`config.mk`:
```
export PLATFORM = sky130hd
export DESIGN_NAME = multicycle_main_fsm
export DESIGN_NICKNAME = d
export VERILOG_FILES = /design/src/rtl/multicycle_main_fsm.sv
export SDC_FILE = /design/constraint.sdc
export NUM_CORES = 1
export LEC_CHECK = 0
export BUFFER_PORTS_ARGS = -buffer_cell sky130_fd_sc_hd__buf_2
export CAP_MARGIN = 15
export CORE_ASPECT_RATIO = 0.9
export CORE_MARGIN = 5
export CORE_UTILIZATION = 54
export DETAILED_ROUTE_END_ITERATION = 12
export PLACE_DENSITY = 0.82
export SLEW_MARGIN = 25
export SYNTH_ARGS = -nofsm -noshare
export SYNTH_HDL_FRONTEND = slang
export SYNTH_SLANG_ARGS = --single-unit
```
`constraint.sdc`:
```
create_clock -name clk -period 2.85 [get_ports clk]
set_input_delay 0.285 -clock clk [delete_from_list [all_inputs] [get_ports clk]]
set_output_delay 0.285 -clock clk [all_outputs]
set_load 0.01 [all_outputs]
```
`src/rtl/multicycle_main_fsm.sv`:
```
// Main control FSM of the multicycle RISC-V core; outputs are registered Moore decodes.
// Optional ILLEGAL_TRAP_EN: unknown opcodes trap into an absorbing ERROR state.
module multicycle_main_fsm #(
    parameter int unsigned MEM_LAT = 0
) (
    input  logic       clk,
    input  logic       reset_n,
    input  logic [6:0] op,
    output logic       PCUpdate,
    output logic       Branch,
    output logic       RegWrite,
    output logic       MemWrite,
    output logic       IRWrite,
    output logic [1:0] ResultSrc,
    output logic [1:0] ALUSrcA,
    output logic [1:0] ALUSrcB,
    output logic       AdrSrc,
    output logic [1:0] ALUOp,
    output logic       illegal,
    output logic [3:0] state_o
);

    typedef enum logic [3:0] {
        FETCH    = 4'd0,
        DECODE   = 4'd1,
        MEMADR   = 4'd2,
        MEMREAD  = 4'd3,
        MEMWB    = 4'd4,
        MEMWRITE = 4'd5,
        EXECR    = 4'd6,
        EXECI    = 4'd7,
        ALUWB    = 4'd8,
        BEQ      = 4'd9,
        JAL      = 4'd10,
        ERROR    = 4'd11
    } state_t;

    typedef struct packed {
        logic       pcu;
        logic       br;
        logic       rw;
        logic       mw;
        logic       irw;
        logic [1:0] rs;
        logic [1:0] sa;
        logic [1:0] sb;
        logic       as;
        logic [1:0] aop;
        logic       ill;
    } ctrl_t;

    localparam logic [6:0] OP_LW  = 7'b0000011;
    localparam logic [6:0] OP_SW  = 7'b0100011;
    localparam logic [6:0] OP_R   = 7'b0110011;
    localparam logic [6:0] OP_I   = 7'b0010011;
    localparam logic [6:0] OP_BEQ = 7'b1100011;
    localparam logic [6:0] OP_JAL = 7'b1101111;

    localparam logic [3:0] LAT      = 4'(MEM_LAT);
    localparam logic       RST_DONE = (MEM_LAT == 0);
    localparam ctrl_t CTRL_RST = '{
        pcu: RST_DONE, br: 1'b0, rw: 1'b0, mw: 1'b0, irw: RST_DONE,
        rs: 2'b10, sa: 2'b00, sb: 2'b10, as: 1'b0, aop: 2'b00, ill: 1'b0
    };

    state_t     state_q, state_d;
    logic [3:0] wcnt_q, wcnt_d;
    ctrl_t      ctrl_q, ctrl_d;
    logic       done_d;

    always_comb begin
        state_d = state_q;
        wcnt_d  = 4'd0;
        case (state_q)
            FETCH: begin
                if (wcnt_q == LAT) state_d = DECODE;
                else               wcnt_d  = wcnt_q + 4'd1;
            end
            DECODE: begin
                case (op)
                    OP_LW, OP_SW: state_d = MEMADR;
                    OP_R:         state_d = EXECR;
                    OP_I:         state_d = EXECI;
                    OP_BEQ:       state_d = BEQ;
                    OP_JAL:       state_d = JAL;
`ifdef ILLEGAL_TRAP_EN
                    default:      state_d = ERROR;
`else
                    default:      state_d = FETCH;
`endif
                endcase
            end
            MEMADR:  state_d = (op == OP_LW) ? MEMREAD : MEMWRITE;
            MEMREAD: begin
                if (wcnt_q == LAT) state_d = MEMWB;
                else               wcnt_d  = wcnt_q + 4'd1;
            end
            EXECR, EXECI, JAL:           state_d = ALUWB;
            MEMWB, MEMWRITE, ALUWB, BEQ: state_d = FETCH;
`ifdef ILLEGAL_TRAP_EN
            ERROR:   state_d = ERROR;
`endif
            default: state_d = FETCH;
        endcase
    end

    // Decode the outputs of the state being entered so they register alongside it.
    always_comb begin
        ctrl_d = '0;
        done_d = (wcnt_d == LAT);
        case (state_d)
            FETCH: begin
                ctrl_d.rs  = 2'b10;
                ctrl_d.sb  = 2'b10;
                ctrl_d.irw = done_d;
                ctrl_d.pcu = done_d;
            end
            DECODE: begin
                ctrl_d.sa = 2'b01;
                ctrl_d.sb = 2'b01;
            end
            MEMADR: begin
                ctrl_d.sa = 2'b10;
                ctrl_d.sb = 2'b01;
            end
            MEMREAD: ctrl_d.as = 1'b1;
            MEMWB: begin
                ctrl_d.rs = 2'b01;
                ctrl_d.rw = 1'b1;
            end
            MEMWRITE: begin
                ctrl_d.as = 1'b1;
                ctrl_d.mw = 1'b1;
            end
            EXECR: begin
                ctrl_d.sa  = 2'b10;
                ctrl_d.aop = 2'b10;
            end
            EXECI: begin
                ctrl_d.sa  = 2'b10;
                ctrl_d.sb  = 2'b01;
                ctrl_d.aop = 2'b10;
            end
            ALUWB: ctrl_d.rw = 1'b1;
            BEQ: begin
                ctrl_d.sa  = 2'b10;
                ctrl_d.aop = 2'b01;
                ctrl_d.br  = 1'b1;
            end
            JAL: begin
                ctrl_d.sa  = 2'b01;
                ctrl_d.sb  = 2'b10;
                ctrl_d.pcu = 1'b1;
            end
`ifdef ILLEGAL_TRAP_EN
            ERROR: ctrl_d.ill = 1'b1;
`endif
            default: ctrl_d = '0;
        endcase
    end

    always_ff @(posedge clk or negedge reset_n) begin
        if (!reset_n) begin
            state_q <= FETCH;
            wcnt_q  <= 4'd0;
            ctrl_q  <= CTRL_RST;
        end else begin
            state_q <= state_d;
            wcnt_q  <= wcnt_d;
            ctrl_q  <= ctrl_d;
        end
    end

    assign PCUpdate  = ctrl_q.pcu;
    assign Branch    = ctrl_q.br;
    assign RegWrite  = ctrl_q.rw;
    assign MemWrite  = ctrl_q.mw;
    assign IRWrite   = ctrl_q.irw;
    assign ResultSrc = ctrl_q.rs;
    assign ALUSrcA   = ctrl_q.sa;
    assign ALUSrcB   = ctrl_q.sb;
    assign AdrSrc    = ctrl_q.as;
    assign ALUOp     = ctrl_q.aop;
    assign illegal   = ctrl_q.ill;
    assign state_o   = state_q;

endmodule

```
==> impl_results.md <==
- Drt drc: 0
- Final Instance Area: 1210 sq um
- Die width: 56.1 um
- Global route overflow: 0
- Worst-skew pair later-pin latency: 0.30 ns
- Yosys cell types: 36
- Antenna cells: 0
- Initial Util: 0.551
- Pre-CTS setup slack: 0.978 ns
- DR vias: 785
- WL per Instance: 13.3 um
- Clock tree sinks: 21
- Die height: 51.5 um
- Antenna violations before repair: 0
- Avg Cell Area, Syn: 10.8 sq um
- Reg-to-reg endpoint: ALUSrcB[0]
- H-tree depth: 1
- FF-to-FF setup slack: 0.99 ns
- Maximum VDD drop: 0.000346 V
- CP required: 3.06 ns
- End point of the critical path: ALUSrcB[0]
- Status: complete, no violations
- Tcrit/Tclk final: 0.654
- Resized cells post-CTS: 0
- PD cells: 648 nW/um^2
- Synth Flop Type: dfrtp_1
- Io pins: 28
- Post-synthesis async set-or-reset flop share: 1.00
- Worst min path class: in2reg
- Commonest cells post-synth: dfrtp_1, nor2_1, nand2_1
- Synth area leaders: dfrtp_1, dfstp_2, nor2_1
- Worst-margin pin slew: 0.571 ns
- Unrepaired setup endpoints after global routing: no
- Cell with the most instances after synthesis: dfrtp_1
- DRT Wirelength: 1.99 mm
- Clk_skew: 0.0100 ns
- CP max FO: 8
- Hold-fix buffers, CTS: 1
- Syn. warnings: 0
- CTS Buf Count: 3
- Via/cell ratio: 5.27
- Critical R2R Launch: wcnt_q[0]
- Synthesized Nets: 107
- Leakage power: 0.599 nW
- Largest area contributor in the netlist: dfrtp_1
- Largest net degree at the start of global routing: 22
- PortBufs: 26
- Worst setup SP type: flip-flop
- Setup TNS: 0 ns
- Max_cap viols: 0
- Final Hold Viols: 0
- Post-synth EDFFs: 0
- Fmax: 536 MHz
- GP Congestion: 0.759
- Register area share after synthesis: 0.513
- Num rows: 15
- Total GRT Usage: 0.151
- TritonCTS clock tree: done
- Kind of critical path: reg2reg
- NumNets Final: 136
- Detailed Routing Iterations Pass 1: 4
- Area growth, synth to finish: 16.7%
- Critical Path Source: wcnt_q[0]
- Die area: 2890 sq um
- R2R depth: 8
- Final Setup Violations: 0
- Final HPWL DP: 1.54 mm
- Final core utilization: 0.643
- Arrival time at the worst endpoint: 2.07 ns
- Relative slew slack: 0.616
- # Post-CTS Setup Buffers: 0
- Max-slew violation count: 0
- Share of cells above drive strength 1: 0.379
- Synthesized flop and latch total: 21
- Routed Antenna Nets: 0
- Placed Area: 1170 sq um
- Synthesized instance count: 96
- Cell Area, Synth: 1030 sq um
- Setup ws final: 0.986 ns
- Min Tclk post-route: 1.86 ns
- Vias in the first global route: 761
- CP Capture Type: flip-flop
- First-pass GRT wire length: 3.40 mm
- Yosys top cell area share: 0.412
- Clock Path Buffers: 2
- DRT iter0 DRCs: 15
- Clock-pin slew on the worst setup and hold paths: 0.12 ns
- Core ar.: 1880 sq um
- CTS root buf: clkbuf_4
-- kinds of logic (layout without fill, tap and decap cells) --
logic type | count (synthesis) | after routing | synth area share
fa+ha+maj | 2 | 2 | 0.0242
other cells | 1 | 1 | 0.00363
buf+inv | 9 | 37 | 0.0472
xor+xnor | 3 | 3 | 0.0254
flops | 21 | 21 | 0.513
simple gates | 40 | 40 | 0.237
compound gates | 18 | 18 | 0.130
mux | 2 | 2 | 0.0194
-- worst min path at each step --
| stage | cells after the start | startpoint | to | slack, ns |
|---|---|---|---|---|
| after floorplan | 0 | reset_n | ALUOp[0] | -0.01 |
| after global placement | 1 | reset_n | ALUSrcA[0] | 0.25 |
| after detailed placement | 1 | reset_n | ALUOp[0] | 0.26 |
| after CTS | 3 | op[5] | MemWrite | 0.29 |
| after global routing | 3 | op[5] | MemWrite | 0.31 |
| final | 3 | op[5] | MemWrite | 0.30 |
-- metal layers --
layer | vias up | wire length (um) | GRT usage
met5 | - | 0 | 0
met4 | 0 | 31 | 0.0711
met3 | 4 | 103 | 0.0174
met2 | 23 | 1020 | 0.278
met1 | 376 | 826 | 0.177
li1 | 382 | - | -
-- worst max-delay path, cell delays in order, from the launching register on --
cell and delay, ns:
dfrtp_1 0.44, inv_1 0.10, ha_1 0.18, nor3b_4 0.38, nor2b_2 0.08, a21oi_2 0.17
a31o_4 0.18, mux2i_1 0.18, o21ai_1 0.07
-- layout make-up --
class                   instances  area [sq um]
well taps                      25          31.3
multi-input cells              66           454
flip-flops and latches         21           531
clock inverters                 1          5.00
fillers                       166           671
repair buffers                 27           140
clock buffers                   3          22.5
inverters                       6          22.5
-- per-stage QoR --
| step | instances | total power, mW | hold slack [ns] |
|---|---|---|---|
| after floorplan | 96 | 0.568 | -0.0106 |
| after global placement | 144 | 0.639 | 0.246 |
| after detailed placement | 144 | 0.647 | 0.256 |
| after CTS | 149 | 0.788 | 0.286 |
| after global routing | 149 | 0.840 | 0.309 |
| final | 149 | 0.782 | 0.299 |
-- placed cells by master, fill, tap and decap left out, drive strengths merged, types with 2 or more instances in the layout --
cell,instances
a21oi,5
and2,3
and3,2
and3b,2
buf,26
clkbuf,3
dfrtp,17
dfstp,4
ha,2
inv,6
mux2i,2
nand2,8
nand3,4
nor2,11
nor3,3
nor3b,2
o21ai,7
xnor2,3
-- registers in the layout (all words and copies together) (netlist names) --
name	count
ALUOp	2
RegWrite	1
ALUSrcB	2
ALUSrcA	2
IRWrite	1
PCUpdate	1
AdrSrc	1
state_o	4
wcnt_q	4
MemWrite	1
ResultSrc	2
-- power by group --
| group | total, mW | leakage (nW) | switching, mW | internal (mW) |
|---|---|---|---|---|
| Combinational | 0.235 | 0.308 | 0.137 | 0.0975 |
| Sequential | 0.406 | 0.273 | 0.0364 | 0.370 |
| Clock | 0.141 | 0.0177 | 0.0885 | 0.0523 |
Note: power is estimated with default switching activity, not from simulation.
